[config.mk]
export PLATFORM = sky130hd
export DESIGN_NAME = rr_mux
export DESIGN_NICKNAME = d
export VERILOG_FILES = /design/src/rtl/rr_mux_pkg.sv /design/src/rtl/rr_arbiter.sv /design/src/rtl/rr_mux.sv
export SDC_FILE = /design/constraint.sdc
export NUM_CORES = 1
export LEC_CHECK = 0
export CAP_MARGIN = 20
export CORE_MARGIN = 2
export CORE_UTILIZATION = 42
export DETAILED_ROUTE_END_ITERATION = 8
export PLACE_DENSITY = 0.78
export SETUP_SLACK_MARGIN = 0.15
export SYNTH_ARGS = -nofsm -noshare
export SYNTH_HDL_FRONTEND = slang
export SYNTH_SLANG_ARGS = --single-unit
[constraint.sdc]
create_clock -name clk -period 4.9 [get_ports clk]
set_input_delay 0.98 -clock clk [delete_from_list [all_inputs] [get_ports clk]]
set_output_delay 0.98 -clock clk [all_outputs]
set_load 0.02 [all_outputs]
[src/rtl/rr_mux_pkg.sv]
// rtl/rr_mux_pkg.sv - shared constants and round-robin pick function for rr_mux
package rr_mux_pkg;

    localparam logic MODE_RR    = 1'b0;
    localparam logic MODE_FIXED = 1'b1;

    localparam int MAX_CH    = 16;
    localparam int MAX_SEL_W = 4;

    // Index of the first set bit at or after ptr, wrapping at n_ch; 0 when none set.
    function automatic logic [MAX_SEL_W-1:0] rr_pick(
        input logic [MAX_CH-1:0]    valid,
        input logic [MAX_SEL_W-1:0] ptr,
        input int                   n_ch
    );
        logic [MAX_SEL_W-1:0] idx;
        logic                 found;
        int                   c;
        idx   = '0;
        found = 1'b0;
        for (int k = 0; k < MAX_CH; k++) begin
            c = int'(ptr) + k;
            if (c >= n_ch) c = c - n_ch;
            if (k < n_ch && !found && valid[c[3:0]]) begin
                idx   = c[3:0];
                found = 1'b1;
            end
        end
        return idx;
    endfunction

endpackage

[src/rtl/rr_arbiter.sv]
// rtl/rr_arbiter.sv - combinational rotating-priority arbiter, pointer held by caller
module rr_arbiter #(
    parameter int N_CH  = 4,
    parameter int SEL_W = $clog2(N_CH)
) (
    input  logic [N_CH-1:0]  req,
    input  logic [SEL_W-1:0] ptr,
    input  logic             en,
    output logic [N_CH-1:0]  gnt_onehot,
    output logic [SEL_W-1:0] gnt_idx,
    output logic             gnt_any
);
    import rr_mux_pkg::*;

    logic [MAX_SEL_W-1:0] pick;

    always_comb begin
        pick       = rr_pick(MAX_CH'(req), MAX_SEL_W'(ptr), N_CH);
        gnt_any    = en && (|req);
        gnt_idx    = SEL_W'(pick);
        gnt_onehot = '0;
        if (gnt_any) gnt_onehot[gnt_idx] = 1'b1;
    end

endmodule

[src/rtl/rr_mux.sv]
// rtl/rr_mux.sv - N-channel arbitrating mux with one-entry registered output
module rr_mux #(
    parameter int N_CH   = 4,
    parameter int DATA_W = 8,
    parameter int SEL_W  = $clog2(N_CH)
) (
    input  logic                     clk,
    input  logic                     rst,
    input  logic                     mode,
    input  logic [SEL_W-1:0]         sel,
    input  logic [N_CH-1:0]          in_valid,
    input  logic [N_CH*DATA_W-1:0]   in_data,
    output logic [N_CH-1:0]          in_ready,
    output logic                     out_valid,
    output logic [DATA_W-1:0]        out_data,
    output logic [SEL_W-1:0]         out_ch,
    input  logic                     out_ready
);
    import rr_mux_pkg::*;

    logic [SEL_W-1:0]  ptr;
    logic [SEL_W-1:0]  arb_ptr;
    logic [SEL_W-1:0]  gnt_idx;
    logic [N_CH-1:0]   req;
    logic [N_CH-1:0]   gnt_onehot;
    logic              gnt_any;
    logic              load;
    logic              sel_ok;
    logic              xfer;
    logic [DATA_W-1:0] gnt_data;

    // Fixed mode reuses the arbiter by masking requests down to the selected channel.
    always_comb begin
        load   = !rst && (!out_valid || out_ready);
        sel_ok = (32'(sel) < N_CH);
        if (mode == MODE_RR) begin
            req     = in_valid;
            arb_ptr = ptr;
        end else begin
            req     = sel_ok ? (in_valid & (N_CH'(1) << sel)) : '0;
            arb_ptr = sel_ok ? sel : '0;
        end
    end

    rr_arbiter #(
        .N_CH  (N_CH),
        .SEL_W (SEL_W)
    ) u_arb (
        .req        (req),
        .ptr        (arb_ptr),
        .en         (1'b1),
        .gnt_onehot (gnt_onehot),
        .gnt_idx    (gnt_idx),
        .gnt_any    (gnt_any)
    );

    always_comb begin
        in_ready = load ? gnt_onehot : '0;
        xfer     = load && gnt_any;
        gnt_data = '0;
        for (int i = 0; i < N_CH; i++) begin
            if (gnt_onehot[i]) gnt_data = in_data[i*DATA_W +: DATA_W];
        end
    end

    always_ff @(posedge clk) begin
        if (rst) begin
            out_valid <= 1'b0;
            out_data  <= '0;
            out_ch    <= '0;
            ptr       <= '0;
        end else if (xfer) begin
            out_valid <= 1'b1;
            out_data  <= gnt_data;
            out_ch    <= gnt_idx;
            if (mode == MODE_RR) begin
                ptr <= (32'(gnt_idx) == N_CH - 1) ? '0 : gnt_idx + 1'b1;
            end
        end else if (out_ready) begin
            out_valid <= 1'b0;
        end
    end

endmodule

# Word-level counts from Yosys, hierarchy flattened
# Cells that the tools add are included.
# word_totals
ff_bits	13
latch_bits	0
mem_bits_rw	0
rom_bits	0
inputBits	42
out_inout_bits	15
word_cells	73
mem_count	0
# classes
addsub	8
mul	0
n_div	0
order_cmp	10
n_eq_ne	1
n_shift	1
muxes	32
n_bitwise	2
n_reduce_logical	15
# ops
operator	count
32-bit by 4-bit greater-or-equal comparator with 1-bit output (second input constant)	3
8-bit two-way mux	4
4-bit two-way mux	7
4-bit by 5-bit less-than comparator with 1-bit output (second input constant)	4
1-bit binary-select mux with 4-bit select	4
2-bit two-way mux	6
4-bit subtractor (second input constant)	3
1-bit two-way mux	10
2-bit by 2-bit adder with 3-bit output (second input constant)	2
1-bit logical AND	6
1-bit logical NOT	5
4-bit AND	1
4-bit OR reduction	1
1-bit by 2-bit left shift with 4-bit output (first input constant)	1
2-bit by 3-bit subtractor with 4-bit output (second input constant)	1
2-bit by 1-bit adder with 3-bit output (second input constant)	1
2-bit by 3-bit greater-or-equal comparator with 1-bit output (second input constant)	1
2-bit by 3-bit less-than comparator with 1-bit output (second input constant)	1
2-bit by 1-bit adder with 2-bit output (second input constant)	1
1-bit demux with 2-bit select	1
2-bit equality test (second input constant)	1
2-bit by 1-bit greater-or-equal comparator with 1-bit output (second input constant)	1
2-bit AND reduction	1
2-bit nonzero test	1
2 further kinds	2

# Logic depth before layout (Yosys ltp)
# logic_depth
word_depth	24
mapped_depth	17
mapped_depth_nobuf	14

# By module
# From an unflattened synthesis, not the netlist that was laid out.
# unflattened
cells_unflattened	161
hier_area_um2	1286.2
# modules_own_cells
mod	n_inst	cells_each	area_per_inst_um2	seq_area_each_um2
rr_mux	1	115	893.4	260.2
rr_arbiter	1	46	392.9	0.0

# Worst setup path before layout
# OpenSTA, ideal clock, no wires.
# synth_timing
kind	in2out
startpoint	in mode
endpoint	out in_ready[3]
arrival_time_ns	3.457
required_time_ns	3.920
slack_ns	0.463
cell_stages	12
n_path_buf	3
cell_sequence	buf_6 mux2i_1 ha_1 nor2_1 a22oi_2 o221a_1 nor4_4 inv_1 ha_1 clkbuf_1 clkbuf_1 and3_1
# synth_between
elab_chain_cells	21
elab_cells_between_ends	46
classes_between	add/sub: 7; order compare: 6; mux: 25; reduce/logical: 8
# synth_rtl
item	line	rtl
from (decl)	rr_mux.sv:9	input logic mode,
branches (longest 14 deep; another with 32-bit by 4-bit greater-or-equal comparator with 1-bit output)	n/a	
2-bit two-way mux *	rr_mux_pkg.sv:24	if (k < n_ch && !found && valid[c[3:0]]) begin
named net gnt_idx[0]	rr_mux.sv:23	logic [SEL_W-1:0] gnt_idx;
2-bit by 3-bit less-than comparator with 1-bit output (not written as such) / 2-bit by 1-bit greater-or-equal comparator with 1-bit output (equally long branches)	rr_arbiter.sv:22	if (gnt_any) gnt_onehot[gnt_idx] = 1'b1;
1-bit logical AND (not written as such)	rr_arbiter.sv:22	
1-bit two-way mux (not written as such)	rr_arbiter.sv:22	
1-bit demux with 2-bit select *	n/a	
4-bit two-way mux *	rr_arbiter.sv:22	
4-bit two-way mux *	rr_mux.sv:58	in_ready = load ? gnt_onehot : '0;
to (decl)	rr_mux.sv:13	output logic [N_CH-1:0] in_ready,
# Mark *: on every way through the listed nets, which the timed path passes. The select of a mux whose other input is x is not followed.

# Final worst setup path
# layout_timing
startpoint	in sel[1]
endpoint	out in_ready[2]
# layout_between
elab_chain_cells	21
elab_cells_between_ends	48
classes_between	add/sub: 7; order compare: 6; shift: 1; mux: 25; bitwise: 1; reduce/logical: 8
# layout_rtl
item	line	rtl
from (decl)	rr_mux.sv:10	input logic [SEL_W-1:0] sel,
branches (longest 19 deep; another with 32-bit by 4-bit greater-or-equal comparator with 1-bit output)	n/a	
4-bit two-way mux *	rr_arbiter.sv:22	
4-bit two-way mux *	rr_mux.sv:58	
# Mark *: on every way between the ends. The select of a mux whose other input is x is not followed.

==> summary.txt <==
Run status
  – Status: finished clean

Placed design
  – Dpl cells: 245
  – Detail Placement HPWL: 2820 um
  – DP Area: 0.00190 mm2
  – Pre-CTS WS: -0.0941 ns
  – RD Place Congestion: just over 0.9
  – IO buf count: 56

Power
  – Clock power frac: 12.7%
  – Logic pwr share: just over 60%
  – Net Sw Frac: 40.1%
  – Flop pwr share: a little over a quarter
  – VDD IR-drop max: roughly 0.21 mV
  – Power Density: ~270 mW/mm2
  – Internal: between 0.3 and 0.4 mW
  – NetSw: ~0.21 mW
  – P_leak: 0.800 nW

STA
  – Tcrit/Tclk final: 93.5%
  – Rel. slew slack: between 60 and 70%
  – Fin. Hold Viols: 0
  – Pin slew with the least headroom to its limit: 0.483 ns
  – Setup TNS: 0 ns
  – Minimum clock period: around 4.6 ns
  – RSZ-0062 raised after global routing: no
  – # setup viols final: 0
  – Fin Clk Skew: slightly below 0.006 ns
  – Peak Freq: 218 MHz
  – Final worst slack: 0.318 ns
  – Max-slew violations: 0

Cells and area
  – Diodes inserted: 0
  – Final Instance Area: 0.00193 mm2
  – Non-filler instance count after layout: 251
  – Layout cell share with drive strength beyond 1: 17.9%
  – Area growth from synthesis to layout: 49.3%
  – Net count, final: around 270
  – Final core occ: 64.3%

GRT
  – Vias in the first global route: ~1300
  – Antenna violations before repair: 0
  – Maximum number of pins on one net before global-route repair: 17
  – Met1 Use GR: 22.8%
  – Met3 usage: 5.24%
  – Global-route wire length before repair: ~5600 um
  – Top Usage Layer GRT: met2
  – Total GRT Usage: 20.8%
  – GR Overflow Total: 0
  – Routing usage on met2: between 30% and 40%

Synthesis
  – Syn Area/Cell: 8.35 um2
  – Syn Nets: 203
  – Syn. warnings: 0
  – Most used DFF post-synth: dfxtp_1
  – Post-synthesis instance area: 0.00129 mm2
  – Sequential-to-total area share from yosys stat: between 20% and 30%
  – Number of synthesized flops with an enable pin: 0
  – Cells after Synth: 155
  – Yosys cell types: 47
  – Seq cells post-synth: 13
  – Post-synth ARST share: 0%

Floorplanning
  – Die width: 59.5 um
  – # rows: 20
  – I/O pins: between 50 and 60
  – Core Area: around 0.0030 mm2
  – Die Area: roughly 0.0035 mm2
  – Die Ht: ~60 um
  – Initial Util: a little over two fifths

Drt
  – Antenna Violating Nets Remaining: 0
  – DRT iter0 DRCs: between 50 and 60
  – Routed len/inst: 14.3 um
  – Vias after detailed routing: roughly 1400
  – WL final: 3580 um
  – DR vias/cell: about 5.5
  – DR DRC count: 0
  – Iteration count of the initial detailed-routing pass: 4

Critical path
  – Buf/Inv on CP: 5
  – Critical Path RT: around 3.9 ns
  – WP data arrival: about 3.6 ns
  – Worst Path Max Fanout: 3
  – Worst path most repeated cell: buf_4
  – Startpoint Class: input pin
  – Critical path class: in2out
  – CP Capture Type: output pin
  – Crit-path cells: clkdlybuf4s50_1 -> mux2i_1 -> buf_4 -> buf_4 -> ha_1 -> a21oi_1 -> nand3_1 -> a221oi_2 -> nor4_4 -> buf_4 -> ha_1 -> and3_1 -> dlygate4sd2_1
  – CP max-delay cell: clkdlybuf4s50_1
  – CP peak stage delay: between 0.4 and 0.5 ns
  – CP delay by family, top: buffers and inverters

Clocking
  – Root Buffer: clkbuf_4
  – Cts hold-fix bufs: 0
  – Max H-tree Level: 1
  – CTS tree: built
  – Inserted Clock Buffers: 3
  – Clock buffer depth: 2
  – Worst-path clk slew: approximately 0.070 ns
  – Skew-Pair Late Insertion Delay: 0.28 ns
  – Clock Sinks: 13

Job
  – Max Cap Violations: 0

Hold path
  – Hold WC Path Type: reg2reg
worst register-to-register path, stage by stage (launching register included):
cell and delay, ns:
dfxtp_1 0.63, mux2i_1 0.19, ha_1 0.37, nor2_1 0.14, a22oi_2 0.10, buf_4 0.13
nor4_2 0.31, nor4_4 0.09, buf_4 0.15, ha_1 0.20, buf_4 0.15, inv_1 0.25
nor2_1 0.09, a311oi_1 0.37, a21oi_1 0.08, a211oi_1 0.24
synthesized netlist by cell type (2+ instances only):
library cell / count / area share, %
nor2_1: 22 / 6.4
a21oi_1: 14 / 5.4
dfxtp_1: 13 / 20
inv_1: 7 / 2.0
mux2i_1: 7 / 5.4
nand2_1: 7 / 2.0
ha_1: 6 / 5.8
nor3_1: 6 / 2.3
a211oi_1: 5 / 2.9
a211oi_2: 5 / 4.8
a221oi_1: 4 / 2.7
a311oi_1: 4 / 2.7
and3_1: 4 / 1.9
clkbuf_1: 4 / 1.2
mux2_2: 4 / 3.5
nand3b_1: 4 / 2.3
buf_6: 3 / 2.6
nor2b_1: 3 / 1.5
and2b_2: 2 / 1.4
nor3b_1: 2 / 1.2
o21ai_0: 2 / 0.77
o21ai_1: 2 / 0.77
sequential cells by signal, summed over array words and instances (netlist names):
| register | flops |
|---|---|
| out_valid | 1 |
| out_ch | 2 |
| ptr | 2 |
| out_data | 8 |
final cells by class:
cell class | count | area, um2
clock buffers | 4 | 26.3
inverters | 8 | 30.0
well taps | 33 | 41.3
multi-input cells | 123 | 918
repair buffers | 70 | 656
flip-flops and latches | 13 | 260
fillers | 254 | 1070
layer usage:
| metal | vias to the layer above | part of all wire [%] |
|---|---|---|
| met4 | 0 | 1.3 |
| met2 | 55 | 52 |
| met3 | 6 | 7.7 |
| met1 | 624 | 39 |
| li1 | 699 | - |
| met5 | - | 0 |
final timing paths:
path,from,end,slack [ns],cells after the start
worst max-delay path,sel[1],in_ready[2],0.32,13
worst min-delay path,out_data[5],out_data[5],0.50,2
worst max register to register,ptr[0],out_data[5],1.32,15
worst min register to register,out_data[5],out_data[5],0.50,2
power by group through the flow:
stage / combinational, mW / clock [mW] / sequential, mW
5_1_grt: 0.349 / 0.0751 / 0.141
3_3_place_gp: 0.311 / 0 / 0.140
4_1_cts: 0.323 / 0.0701 / 0.139
2_1_floorplan: 0.180 / 0 / 0.156
6_report: 0.322 / 0.0672 / 0.139
3_5_place_dp: 0.318 / 0 / 0.140
kinds of logic (layout without fill, tap and decap cells):
family	count (synthesis)	count (layout)	synth area share (%)
compound gates	49	49	31.7
fa+ha+maj	6	6	5.80
buf+inv	19	82	9.28
flops	13	13	20.1
mux	11	11	8.90
simple gates	57	57	24.2
metrics by stage:
step	hold slack, ns	power (mW)
global route	0.529	0.565
global placement	0.491	0.450
CTS	0.501	0.531
finish	0.501	0.528
floorplan	0.526	0.336
detailed placement	0.490	0.458
cells in the final DEF, fill, tap and decap left out, types with 2 or more instances in the layout:
master            n
nor3b_1           2
and3_1            4
a211oi_1          5
nand2_1           7
clkdlybuf4s50_1  51
nor2b_1           3
dlygate4sd2_1     2
dfxtp_1          13
clkbuf_4          3
nor3_1            6
a22oi_2           2
nor2_1           22
o21ai_0           2
a211oi_2          5
ha_1              6
a311oi_1          4
inv_1             7
nand3b_1          4
clkbuf_2          2
a221oi_1          4
mux2i_1           7
o21ai_1           2
and2b_2           2
buf_4            14
a21oi_1          14
mux2_2            4
timing repair:
item	in CTS	in global routing
gates resized for setup	4	6
buffers inserted	2	0
endpoints found under the setup margin	4	3
pin swaps	1	1
(Power assumes the default switching activity.)
